## config.mk

```make
export PLATFORM = sky130hd
export DESIGN_NAME = seq_scan_ctrl
export DESIGN_NICKNAME = d
export VERILOG_FILES = /design/src/rtl/seq_scan_ctrl.sv
export SDC_FILE = /design/constraint.sdc
export NUM_CORES = 1
export LEC_CHECK = 0
export ABC_CLOCK_PERIOD_IN_PS = 2900
export BUFFER_PORTS_ARGS = -buffer_cell sky130_fd_sc_hd__buf_4
export CAP_MARGIN = 20
export CORE_ASPECT_RATIO = 2
export CORE_MARGIN = 1
export CORE_UTILIZATION = 56
export CTS_CLUSTER_SIZE = 12
export DETAILED_ROUTE_END_ITERATION = 10
export HOLD_SLACK_MARGIN = 0.05
export PLACE_DENSITY = 0.81
export SETUP_SLACK_MARGIN = 0.5
export SLEW_MARGIN = 20
export SYNTH_ARGS = -nofsm -noshare
export SYNTH_HDL_FRONTEND = slang
export SYNTH_SLANG_ARGS = --single-unit
```

## constraint.sdc

```tcl
create_clock -name clk -period 2.9 [get_ports clk]
set_input_delay 0.58 -clock clk [delete_from_list [all_inputs] [get_ports clk]]
set_output_delay 0.58 -clock clk [all_outputs]
set_load 0.01 [all_outputs]
```

## src/rtl/seq_scan_ctrl.sv

```systemverilog
// Word-to-serial scan controller: valid/ready word intake, MSB-first serialiser,
// programmable overlapping/non-overlapping pattern matcher, detection counter and sticky irq.
module seq_scan_ctrl #(
  parameter int WORD_W = 8,
  parameter int CNT_W  = 8
) (
  input  logic              clk,
  input  logic              rst,
  input  logic              cfg_we,
  input  logic [7:0]        cfg_pattern,
  input  logic [3:0]        cfg_len,
  input  logic              cfg_overlap,
  input  logic [CNT_W-1:0]  cfg_thresh,
  input  logic              in_valid,
  output logic              in_ready,
  input  logic [WORD_W-1:0] in_data,
  output logic              bit_out,
  output logic              bit_valid,
  output logic              det_pulse,
  output logic [CNT_W-1:0]  det_count,
  output logic              irq,
  input  logic              irq_clr,
  output logic              busy
);

  localparam logic [0:0] IDLE  = 1'b0;
  localparam logic [0:0] SHIFT = 1'b1;

  localparam int BC_W = $clog2(WORD_W);
  localparam logic [BC_W-1:0] LAST_CNT = BC_W'(WORD_W - 1);

  logic [0:0]        state_r;
  logic [WORD_W-1:0] shifter_r;
  logic [BC_W-1:0]   bitcnt_r;
  logic [7:0]        pattern_r;
  logic [3:0]        len_r;
  logic              overlap_r;
  logic [CNT_W-1:0]  thresh_r;
  logic [6:0]        hist_r;
  logic [3:0]        fill_r;
  logic              det_pulse_r;
  logic [CNT_W-1:0]  count_r;
  logic              irq_r;

  logic              busy_s;
  logic              last_bit_s;
  logic              ready_s;
  logic              bit_s;
  logic              take_s;
  logic              cfg_ok_s;
  logic [7:0]        hist_n_s;
  logic [3:0]        fill_n_s;
  logic              match_s;
  logic              count_inc_s;
  logic [CNT_W-1:0]  count_n_s;
  logic              irq_set_s;

  // Lengths of 0 or above 8 fall back to the full 8-bit pattern.
  function automatic logic [3:0] clamp_len(input logic [3:0] len);
    if ((len == 4'd0) || (len > 4'd8)) begin
      return 4'd8;
    end else begin
      return len;
    end
  endfunction

  function automatic logic [7:0] len_mask(input logic [3:0] len);
    logic [7:0] m;
    m = 8'h00;
    for (int i = 0; i < 8; i++) begin
      m[i] = (i < int'(len));
    end
    return m;
  endfunction

  // Handshake, serial bit and matcher next-state decode.
  always_comb begin
    busy_s      = (state_r == SHIFT);
    last_bit_s  = busy_s && (bitcnt_r == {BC_W{1'b0}});
    ready_s     = !busy_s || last_bit_s;
    bit_s       = busy_s ? shifter_r[WORD_W-1] : 1'b0;
    take_s      = in_valid && ready_s;
    cfg_ok_s    = cfg_we && !busy_s;
    hist_n_s    = {hist_r, bit_s};
    fill_n_s    = (fill_r >= 4'd8) ? 4'd8 : (fill_r + 4'd1);
    match_s     = busy_s && (fill_n_s >= len_r) &&
                  (((hist_n_s ^ pattern_r) & len_mask(len_r)) == 8'h00);
    count_inc_s = match_s && (count_r != {CNT_W{1'b1}});
    count_n_s   = count_r + CNT_W'(1);
    irq_set_s   = count_inc_s && (thresh_r != {CNT_W{1'b0}}) && (count_n_s == thresh_r);
  end

  // Intake FSM and serialiser; a handshake on the last bit reloads for a gapless stream.
  always_ff @(posedge clk or posedge rst) begin
    if (rst) begin
      state_r   <= IDLE;
      shifter_r <= {WORD_W{1'b0}};
      bitcnt_r  <= {BC_W{1'b0}};
    end else begin
      case (state_r)
        IDLE: begin
          if (take_s) begin
            shifter_r <= in_data;
            bitcnt_r  <= LAST_CNT;
            state_r   <= SHIFT;
          end else begin
            state_r   <= IDLE;
          end
        end
        SHIFT: begin
          if (last_bit_s) begin
            if (take_s) begin
              shifter_r <= in_data;
              bitcnt_r  <= LAST_CNT;
            end else begin
              shifter_r <= {WORD_W{1'b0}};
              state_r   <= IDLE;
            end
          end else begin
            shifter_r <= {shifter_r[WORD_W-2:0], 1'b0};
            bitcnt_r  <= bitcnt_r - BC_W'(1);
          end
        end
        default: begin
          state_r <= IDLE;
        end
      endcase
    end
  end

  // Configuration registers, writable only while no word is shifting.
  always_ff @(posedge clk or posedge rst) begin
    if (rst) begin
      pattern_r <= 8'b0001_1011;
      len_r     <= 4'd5;
      overlap_r <= 1'b1;
      thresh_r  <= {CNT_W{1'b0}};
    end else if (cfg_ok_s) begin
      pattern_r <= cfg_pattern;
      len_r     <= clamp_len(cfg_len);
      overlap_r <= cfg_overlap;
      thresh_r  <= cfg_thresh;
    end
  end

  // Matcher history, detection pulse, saturating counter and sticky irq (set beats clear).
  always_ff @(posedge clk or posedge rst) begin
    if (rst) begin
      hist_r      <= 7'd0;
      fill_r      <= 4'd0;
      det_pulse_r <= 1'b0;
      count_r     <= {CNT_W{1'b0}};
      irq_r       <= 1'b0;
    end else if (cfg_ok_s) begin
      hist_r      <= 7'd0;
      fill_r      <= 4'd0;
      det_pulse_r <= 1'b0;
      count_r     <= {CNT_W{1'b0}};
      irq_r       <= 1'b0;
    end else begin
      det_pulse_r <= match_s;
      if (busy_s) begin
        if (match_s && !overlap_r) begin
          hist_r <= 7'd0;
          fill_r <= 4'd0;
        end else begin
          hist_r <= hist_n_s[6:0];
          fill_r <= fill_n_s;
        end
      end
      if (count_inc_s) begin
        count_r <= count_n_s;
      end
      if (irq_set_s) begin
        irq_r <= 1'b1;
      end else if (irq_clr) begin
        irq_r <= 1'b0;
      end
    end
  end

  assign in_ready  = ready_s;
  assign busy      = busy_s;
  assign bit_valid = busy_s;
  assign bit_out   = bit_s;
  assign det_pulse = det_pulse_r;
  assign det_count = count_r;
  assign irq       = irq_r;

endmodule
```

======== Yosys cells after proc, flatten, opt, wreduce, memory -nomap -nowiden ========
Cells that the tools add are included.
word-level totals
  word-level logic and storage cells ...... 77
  input bits .............................. 34
  output and inout bits ................... 14
  register bits after elaboration ......... 54
cells by class
  $lt $le $gt $ge ......................... 11
  bitwise operators ....................... 3
  reductions and logical operators ........ 20
  add/subtract/negate cells ............... 3
  mux-type cells .......................... 25
  eq/ne operators ......................... 3
operator list
  cell                                                                 number
  8-bit two-way mux                                                    5
  7-bit two-way mux                                                    3
  4-bit two-way mux                                                    5
  3-bit by 4-bit < comparator with 1-bit output, first input constant  4
  8-bit case mux with 2 select lines                                   1
  1-bit logical AND                                                    9
  8-bit by 1-bit adder with 8-bit output, second input constant        1
  8-bit bitwise AND                                                    1
  8-bit equality test                                                  1
  8-bit logical NOT                                                    1
  1-bit by 4-bit < comparator with 1-bit output, first input constant  2
  2-bit by 4-bit < comparator with 1-bit output, first input constant  2
  8-bit != test, second input constant                                 1
  8-bit nonzero test                                                   1
  8-bit bitwise XOR                                                    1
  1-bit two-way mux                                                    7
  3-bit two-way mux                                                    2
  3-bit case mux with 2 select lines                                   1
  4-bit by 1-bit adder with 4-bit output, second input constant        1
  4-bit >= comparator                                                  1
  4-bit >= comparator, second input constant                           1
  4-bit > comparator, second input constant                            1
  4-bit logical NOT                                                    1
  2-bit nonzero test                                                   2
  other kinds (8)                                                      10

======== Depth between registers and ports, before layout ========
Gate-level depths: netlist (run 1).
  depth in word-level cells ............... 10
  depth in mapped cells ................... 11
  mapped depth without buffers ............ 10

======== Least setup slack after synthesis (run 1) ========
No wires, ideal clock.
  kind .................................... reg2reg
  start ................................... reg fill_r[0]
  end ..................................... reg count_r[7], in the netlist det_count[7]
  setup slack ............................. 0.439 ns
  buffers on the path ..................... 0
  data arrival time ....................... 2.384 ns
  required time ........................... 2.823 ns
  setup time .............................. 0.077 ns
  period minus slack after synthesis ...... 2.461 ns
  stages on the path, launching flop included .. 11
  path through ............................ dfrtp_1 -> ha_1 -> xnor2_1 -> nor2_1 -> ha_1 -> o21ai_0 -> a222oi_1 -> and4bb_1 -> nand3_2 -> or4_1 -> a21oi_1
between the ends
  cells in the longest elaborated chain, start to end .. 7
  elaborated cells between the ends (all ways) .. 8
  classes of those cells .................. 1 x add/sub; 2 x order compare; 1 x mux; 4 x reduce/logical
ends and longest elaborated chain
  element                                                                        RTL line  RTL
  from (decl)                                                                    40        logic [3:0] fill_r;
  from (signal assigned)                                                         168       fill_r <= fill_n_s;
  4-bit by 1-bit adder with 4-bit output or 4-bit >= comparator (tied branches)  85        fill_n_s = (fill_r >= 4'd8) ? 4'd8 : (fill_r + 4'd1);
  4-bit two-way mux *                                                            85
  4-bit >= comparator *                                                          86        match_s = busy_s && (fill_n_s >= len_r) &&
  1-bit logical AND * (2 in a row)                                               86
  1-bit logical AND *                                                            88        count_inc_s = match_s && (count_r != {CNT_W{1'b1}});
  2-bit nonzero test (no source line) *                                          -
  to (signal assigned)                                                           152       count_r <= {CNT_W{1'b0}};
  to (signal assigned)                                                           158       count_r <= {CNT_W{1'b0}};
  to (signal assigned)                                                           172       count_r <= count_n_s;
  to (decl)                                                                      42        logic [CNT_W-1:0] count_r;
Mark *: on every way between the ends. The rest lies on a longest branch, timed or not.
A chain may end at the register's enable or synchronous reset.

======== Final worst setup path (run 1) ========
  start ................................... reg fill_r[0]
  end ..................................... reg count_r[4], in the netlist det_count[4]
The elaborated chain is that of the path after synthesis.

==> impl_metrics.py, run 1 <==
metrics = {
    "clocking": {
        "ctsHoldBuffers": 0,
        "path_clk_slew_ps": 100,
        "cts_made_buffers": 5,
        "clk_latency_ps": 320,
        "cts_root_buf": "clkbuf_8",
        "cts_buffer_depth": 2,
        "cts_tree": "done",
        "clock-sinks": 54,
        "cts_max_level": 2,
    },
    "floorplanning": {
        "die_h_um": 101.5,
        "coreArea_mm2": 0.004686,
        "die_w_um": 51.76,
        "initial_utilization_pct": 59.17,
        "dieArea_mm2": 0.005254,
        "rows": 35,
        "ios": 48,
    },
    "sta": {
        "fmax_mhz": 378.4,
        "final_max_slew_viol_count": 0,
        "maxSlewHeadroom_pct": 47.37,
        "worst_slew_pin_slew_ps": 786.5,
        "fin_crit_sh_pct": 91.12,
        "setup_viol": 0,
        "finClkSkew_ps": 15.28,
        "finalHoldViolCount": 0,
        "setup_tns_ps": 0,
        "fin_crit_ps": 2642,
        "rsz0062_at_grt": "true",
    },
    "route": {
        "drtAntennaViolNets": 0,
        "first_iter_violations": 60,
        "drc": 0,
        "wl_mm": 6.817,
        "firstDrtPassIters": 4,
        "routed_via_density": 5.827,
        "routed-via-count": 2354,
        "wl_per_cell_um": 16.87,
    },
    "worst_setup_path": {
        "start_kind": "flip-flop",
        "cp_top_family": "compound AO/OA/AOI/OAI gates",
        "critical_path.max_fanout": 5,
        "worstPathArrival_ps": 2820,
        "reg2reg_from": "fill_r[0]",
        "criticalPathCategory": "flip-flop to flip-flop",
        "cpPeakStageDelay_ps": 460,
        "worstPathCellList": "ha_4, xnor2_2, nor2_2, ha_4, o21ai_2, a222oi_1, and4bb_2, buf_4, nand3_2, o21ai_2, a21oi_1",
        "crit_buf_inv": 1,
        "cp-startpoint": "fill_r[0]",
        "cpMaxStageDelayCell": "dfrtp_2",
        "cp-end-kind": "flip-flop",
        "cp.required_ps": 3080,
    },
    "global_route": {
        "grt_pass1_wl_mm": 10.50,
        "grt_max_degree": 35,
        "grt_overflow_total": 0,
        "grt_antenna_before_repair": 0,
        "first_global_vias": 2289,
        "grt_usage_pct": 27.51,
    },
    "logic_synthesis": {
        "synth_edf_count": 0,
        "ys_warn_count": 0,
        "ys_ff_latch": 54,
        "syn_inst": 292,
        "ys_seq_area_share_pct": 49.05,
        "syn_nets": 335,
        "synth-async-reset-ratio_pct": 100.0,
        "yosysUniqueCellTypes": 50,
        "synthFlopType": "dfrtp_1",
        "synth.avg_cell_area_um2": 9.495,
        "syn-cell-area_mm2": 0.002773,
    },
    "cells_and_area": {
        "nNetsFinal": 391,
        "n_antenna_cell": 0,
        "fillCellCount": 342,
        "fin_area_mm2": 0.003453,
        "stdcell_count": 404,
        "syn_to_final_growth_pct": 24.55,
        "layout-drive-gt1-share_pct": 29.51,
    },
    "hold_path": {
        "hp-class": "primary input to async pin",
    },
    "job": {
        "maxCapViolCount": 0,
    },
    "place": {
        "port-buffer-count": 47,
        "place_congestion": 0.8147,
        "placedCellCount": 384,
        "place_area_mm2": 0.003149,
        "hpwl_mm": 4.555,
    },
    "status": {
        "status": "complete, no violations",
    },
    "power_and_ir_drop": {
        "ir_drop_mv": 0.7533,
        "power_leakage_nw": 1.604,
        "powerDensity_mw_per_mm2": 1094,
    },
}
[tightest hold or removal path, delay by kind of cell]
| kind | cells | cell delay [ps] |
|---|---|---|
| buf+inv | 3 | 410 |
[synth_stat cells, types with 7 or more instances]
master,count,area [µm²]
dfstp_2,7,183.9
a22oi_1,7,52.55
o21ai_0,21,105.1
xnor2_1,13,113.9
ha_1,9,112.6
a22o_1,11,96.34
dfrtp_1,47,1176
clkbuf_1,8,30.03
inv_1,15,56.30
nor2_1,10,37.54
a21oi_1,12,60.06
nand2_1,61,229.0
[placed cells by master (no fill, tap or decap), types with 6 or more instances in the layout]
cell     instances
nand2_1         61
xor2_1           6
buf_4           61
a22o_1          11
xnor2_1         12
dfstp_2          7
dfrtp_1         45
a21oi_1         10
inv_1           14
nor2_1           8
a22oi_1          7
o21ai_0         17
ha_1             6
[area by class of cell]
cell class / instances / area (µm²) / area share, %
Multi-Input combinational cell: 209 / 1401 / 40.58
Inverter: 15 / 56.30 / 1.630
Tap cell: 55 / 68.82 / 1.993
Clock buffer: 7 / 76.32 / 2.210
Clock inverter: 1 / 7.507 / 0.2174
Sequential cell: 54 / 1363 / 39.46
Timing Repair Buffer: 63 / 480.5 / 13.91
[repair_timing]
item	in CTS	in global routing
cloned	2	0
buffers inserted	8	2
setup endpoints to repair	19	22
gates resized for setup	16	18
pin swaps	5	4
[cells by family (layout without fill, tap and decap cells)]
family / count (synthesis) / after routing / synth area share, %
DFF: 54 / 54 / 49.05
buffers and inverters: 30 / 86 / 5.189
AOI/OAI and AO/OA: 67 / 67 / 15.84
and+or+nand+nor: 111 / 112 / 19.13
muxes: 2 / 2 / 0.7221
adders and majority gates: 9 / 9 / 4.061
xor gates and xnor gates: 19 / 19 / 6.002
[per-stage QoR]
stage | power (mW) | hold WS, ps | utilization, % | setup slack, ps
after detailed placement | 2.907 | 466.3 | 67.21 | 155.6
after global routing | 4.020 | 310.5 | 73.70 | 154.3
after CTS | 3.551 | 295.0 | 71.38 | 275.1
final | 3.777 | 284.1 | 73.70 | 257.6
after global placement | 2.830 | 454.5 | 67.21 | 285.0
after floorplan | 2.472 | 439.6 | - | 505.4
[sequential cells by signal, summed over array words and instances, names as in the netlist]
signal and count:
bit_valid 1, bitcnt_r 3, det_count 8, det_pulse 1, fill_r 4, hist_r 7, irq 1, len_r 4
overlap_r 1, pattern_r 8, shifter_r 8, thresh_r 8
[layer usage]
layer | up-vias | track usage, % | share of wire [%]
met5 | - | 0 | 0
met4 | 0 | 14.97 | 3.7
met3 | 19 | 4.054 | 3.5
met2 | 68 | 49.65 | 56
met1 | 1147 | 29.62 | 37
li1 | 1120 | - | -
[power breakdown]
group | internal (mW) | switching, mW | leakage (nW) | total (mW)
logic | 0.943 | 0.913 | 0.894 | 1.86
clock network | 0.171 | 0.241 | 0.0385 | 0.412
registers | 1.11 | 0.400 | 0.672 | 1.51
total | 2.22 | 1.55 | 1.60 | 3.78
[final timing paths]
path	to	slack (ps)	cells after the start
max in group asynchronous	pattern_r[1]	2190	3
min	det_count[5]	280	3
min reg2reg	pattern_r[0]	480	2
max	det_count[4]	260	11
min in group clk	thresh_r[1]	450	3
max reg2reg	det_count[4]	260	11
(Power assumes the default switching activity.)
==> run 2, diff against run 1 <==
Settings changed: BUFFER_PORTS_ARGS -buffer_cell sky130_fd_sc_hd__buf_4 to -buffer_cell sky130_fd_sc_hd__clkbuf_2.
==> impl_metrics.py, run 2 (synthesis results as in run 1) <==
metrics = {
    "clocking": {
        "cts_made_buffers": 5,
        "cts_max_level": 2,
        "clock-sinks": 54,
        "cts_root_buf": "clkbuf_8",
        "clk_latency_ps": 310,
        "path_clk_slew_ps": 90,
        "cts_buffer_depth": 2,
        "cts_tree": "done",
    },
    "sta": {
        "fin_crit_ps": 2781,
        "fmax_mhz": 359.6,
        "setup_viol": 0,
        "maxSlewHeadroom_pct": 49.24,
        "worst_slew_pin_slew_ps": 758.6,
        "fin_crit_sh_pct": 95.89,
        "setup_tns_ps": 0,
        "final_max_slew_viol_count": 0,
        "finalHoldViolCount": 0,
        "rsz0062_at_grt": "true",
        "fin_hold_ws_ps": 422.5,
        "finClkSkew_ps": 6.718,
        "layout_setup_ws_ps": 119.3,
    },
    "power_and_ir_drop": {
        "p_clk_share_pct": 12.9,
        "ir_drop_mv": 0.7198,
        "power_switching_mw": 1.533,
        "p_int_mw": 2.283,
        "powerDensity_mw_per_mm2": 1132,
        "switching_share_pct": 40.17,
        "seqPwrFrac_pct": 38.9,
        "power_leakage_nw": 1.612,
        "pwr-share-comb_pct": 48.2,
    },
    "cells_and_area": {
        "stdcell_count": 405,
        "layout-drive-gt1-share_pct": 29.14,
        "fillCellCount": 372,
        "n_antenna_cell": 0,
        "mostFrequentLayoutCells": "61 x nand2_1, 47 x dfrtp_1, 47 x clkbuf_2",
        "final_common_cell": "nand2_1",
        "nNetsFinal": 392,
        "fin_util_pct": 71.96,
        "syn_to_final_growth_pct": 21.62,
        "multi_input_area_mm2": 0.001381,
        "seqCellArea_mm2": 0.001360,
    },
    "worst_setup_path": {
        "r2r_setup_slack_ps": 120,
        "cp-end-kind": "flip-flop",
        "critical_path.max_fanout": 5,
        "crit_buf_inv": 2,
        "start_kind": "flip-flop",
        "crit_top_cell": "buf_6",
        "cp_top_family": "simple AND/OR/NAND/NOR gates",
        "criticalPathCategory": "flip-flop to flip-flop",
        "cp.required_ps": 3140,
        "cpMaxStageDelayCell": "dfrtp_1",
        "worstPathArrival_ps": 3020,
        "worstPathCellList": "ha_2, xnor2_2, nor2_2, ha_4, o21ai_2, a222oi_1, and4bb_1, buf_6, nand3_4, buf_6, or3_4, a21oi_2",
        "cpPeakStageDelay_ps": 430,
    },
    "status": {
        "status": "complete, no violations",
    },
    "floorplanning": {
        "initial_utilization_pct": 59.17,
        "die_w_um": 51.76,
        "dieArea_mm2": 0.005254,
        "ios": 48,
        "coreArea_mm2": 0.004686,
        "rows": 35,
        "die_h_um": 101.5,
    },
    "place": {
        "placedCellCount": 383,
        "place_congestion": 0.7689,
        "port-buffer-count": 47,
        "post-place-ws_ps": 171.3,
        "hpwl_mm": 4.486,
    },
    "global_route": {
        "grt_overflow_total": 0,
        "first_global_vias": 2309,
        "grt_pass1_wl_mm": 10.44,
        "grt_max_degree": 55,
        "grt_usage_pct": 27.01,
        "grt_antenna_before_repair": 0,
    },
    "route": {
        "routed_via_density": 5.709,
        "wl_mm": 6.591,
        "first_iter_violations": 31,
        "routed-via-count": 2312,
        "drtAntennaViolNets": 0,
        "drc": 0,
        "wl_per_cell_um": 16.27,
        "firstDrtPassIters": 4,
    },
    "job": {
        "maxCapViolCount": 0,
    },
    "hold_path": {
        "hp-class": "primary input to async pin",
    },
}
run 2: area by class of cell:
class / instances / share of cell area, %
flip-flops and latches: 54 / 40.33
clock inverters: 3 / 1.187
inverters: 15 / 1.670
well taps: 55 / 2.041
repair buffers: 65 / 11.76
multi-input cells: 208 / 40.96
clock buffers: 5 / 2.041
run 2: per-layer routing:
| metal | global-route usage (%) | share of wire [%] | vias to the layer above | wire length [µm] |
|---|---|---|---|---|
| li1 | - | - | 1116 | - |
| met3 | 3.904 | 2.8 | 21 | 185 |
| met1 | 29.50 | 38 | 1120 | 2528 |
| met5 | 0 | 0 | - | 0 |
| met4 | 12.68 | 4.4 | 0 | 287 |
| met2 | 49.35 | 54 | 55 | 3589 |
run 2: power by group through the flow:
stage / Combinational, mW / Sequential [mW] / Clock [mW]
after floorplan: 1.08 / 1.39 / 0
after global placement: 1.30 / 1.48 / 0
after detailed placement: 1.37 / 1.49 / 0
after CTS: 1.59 / 1.47 / 0.504
after global routing: 2.02 / 1.53 / 0.529
final: 1.84 / 1.49 / 0.491
run 2: tightest hold or removal path, stage by stage:
cell	delay [ps]
clkbuf_2	80
inv_2	30
buf_4	530
run 2: path summary, 6_finish.rpt:
check	start	end	cells after the start
max	fill_r[0]	det_count[4]	12
min	rst	det_count[3]	3
max reg2reg	fill_r[0]	det_count[4]	12
min reg2reg	pattern_r[4]	pattern_r[4]	2
max in group asynchronous	rst	hist_r[3]	3
min in group clk	cfg_pattern[0]	pattern_r[0]	3
run 2: repair_timing:
| action | 4_1_cts | 5_1_grt |
|---|---|---|
| cloned | 1 | 0 |
| hold buffers | 0 | 0 |
| pin swaps | 11 | 13 |
| endpoints found under the setup margin | 18 | 22 |
| buffers inserted | 9 | 4 |
| resized for setup | 13 | 20 |
run 2: through the flow:
stage | instance area, µm² | power [mW]
after CTS | 3252 | 3.563
after floorplan | 2778 | 2.472
after global placement | 3024 | 2.778
after global routing | 3372 | 4.079
final | 3372 | 3.816
after detailed placement | 3024 | 2.858
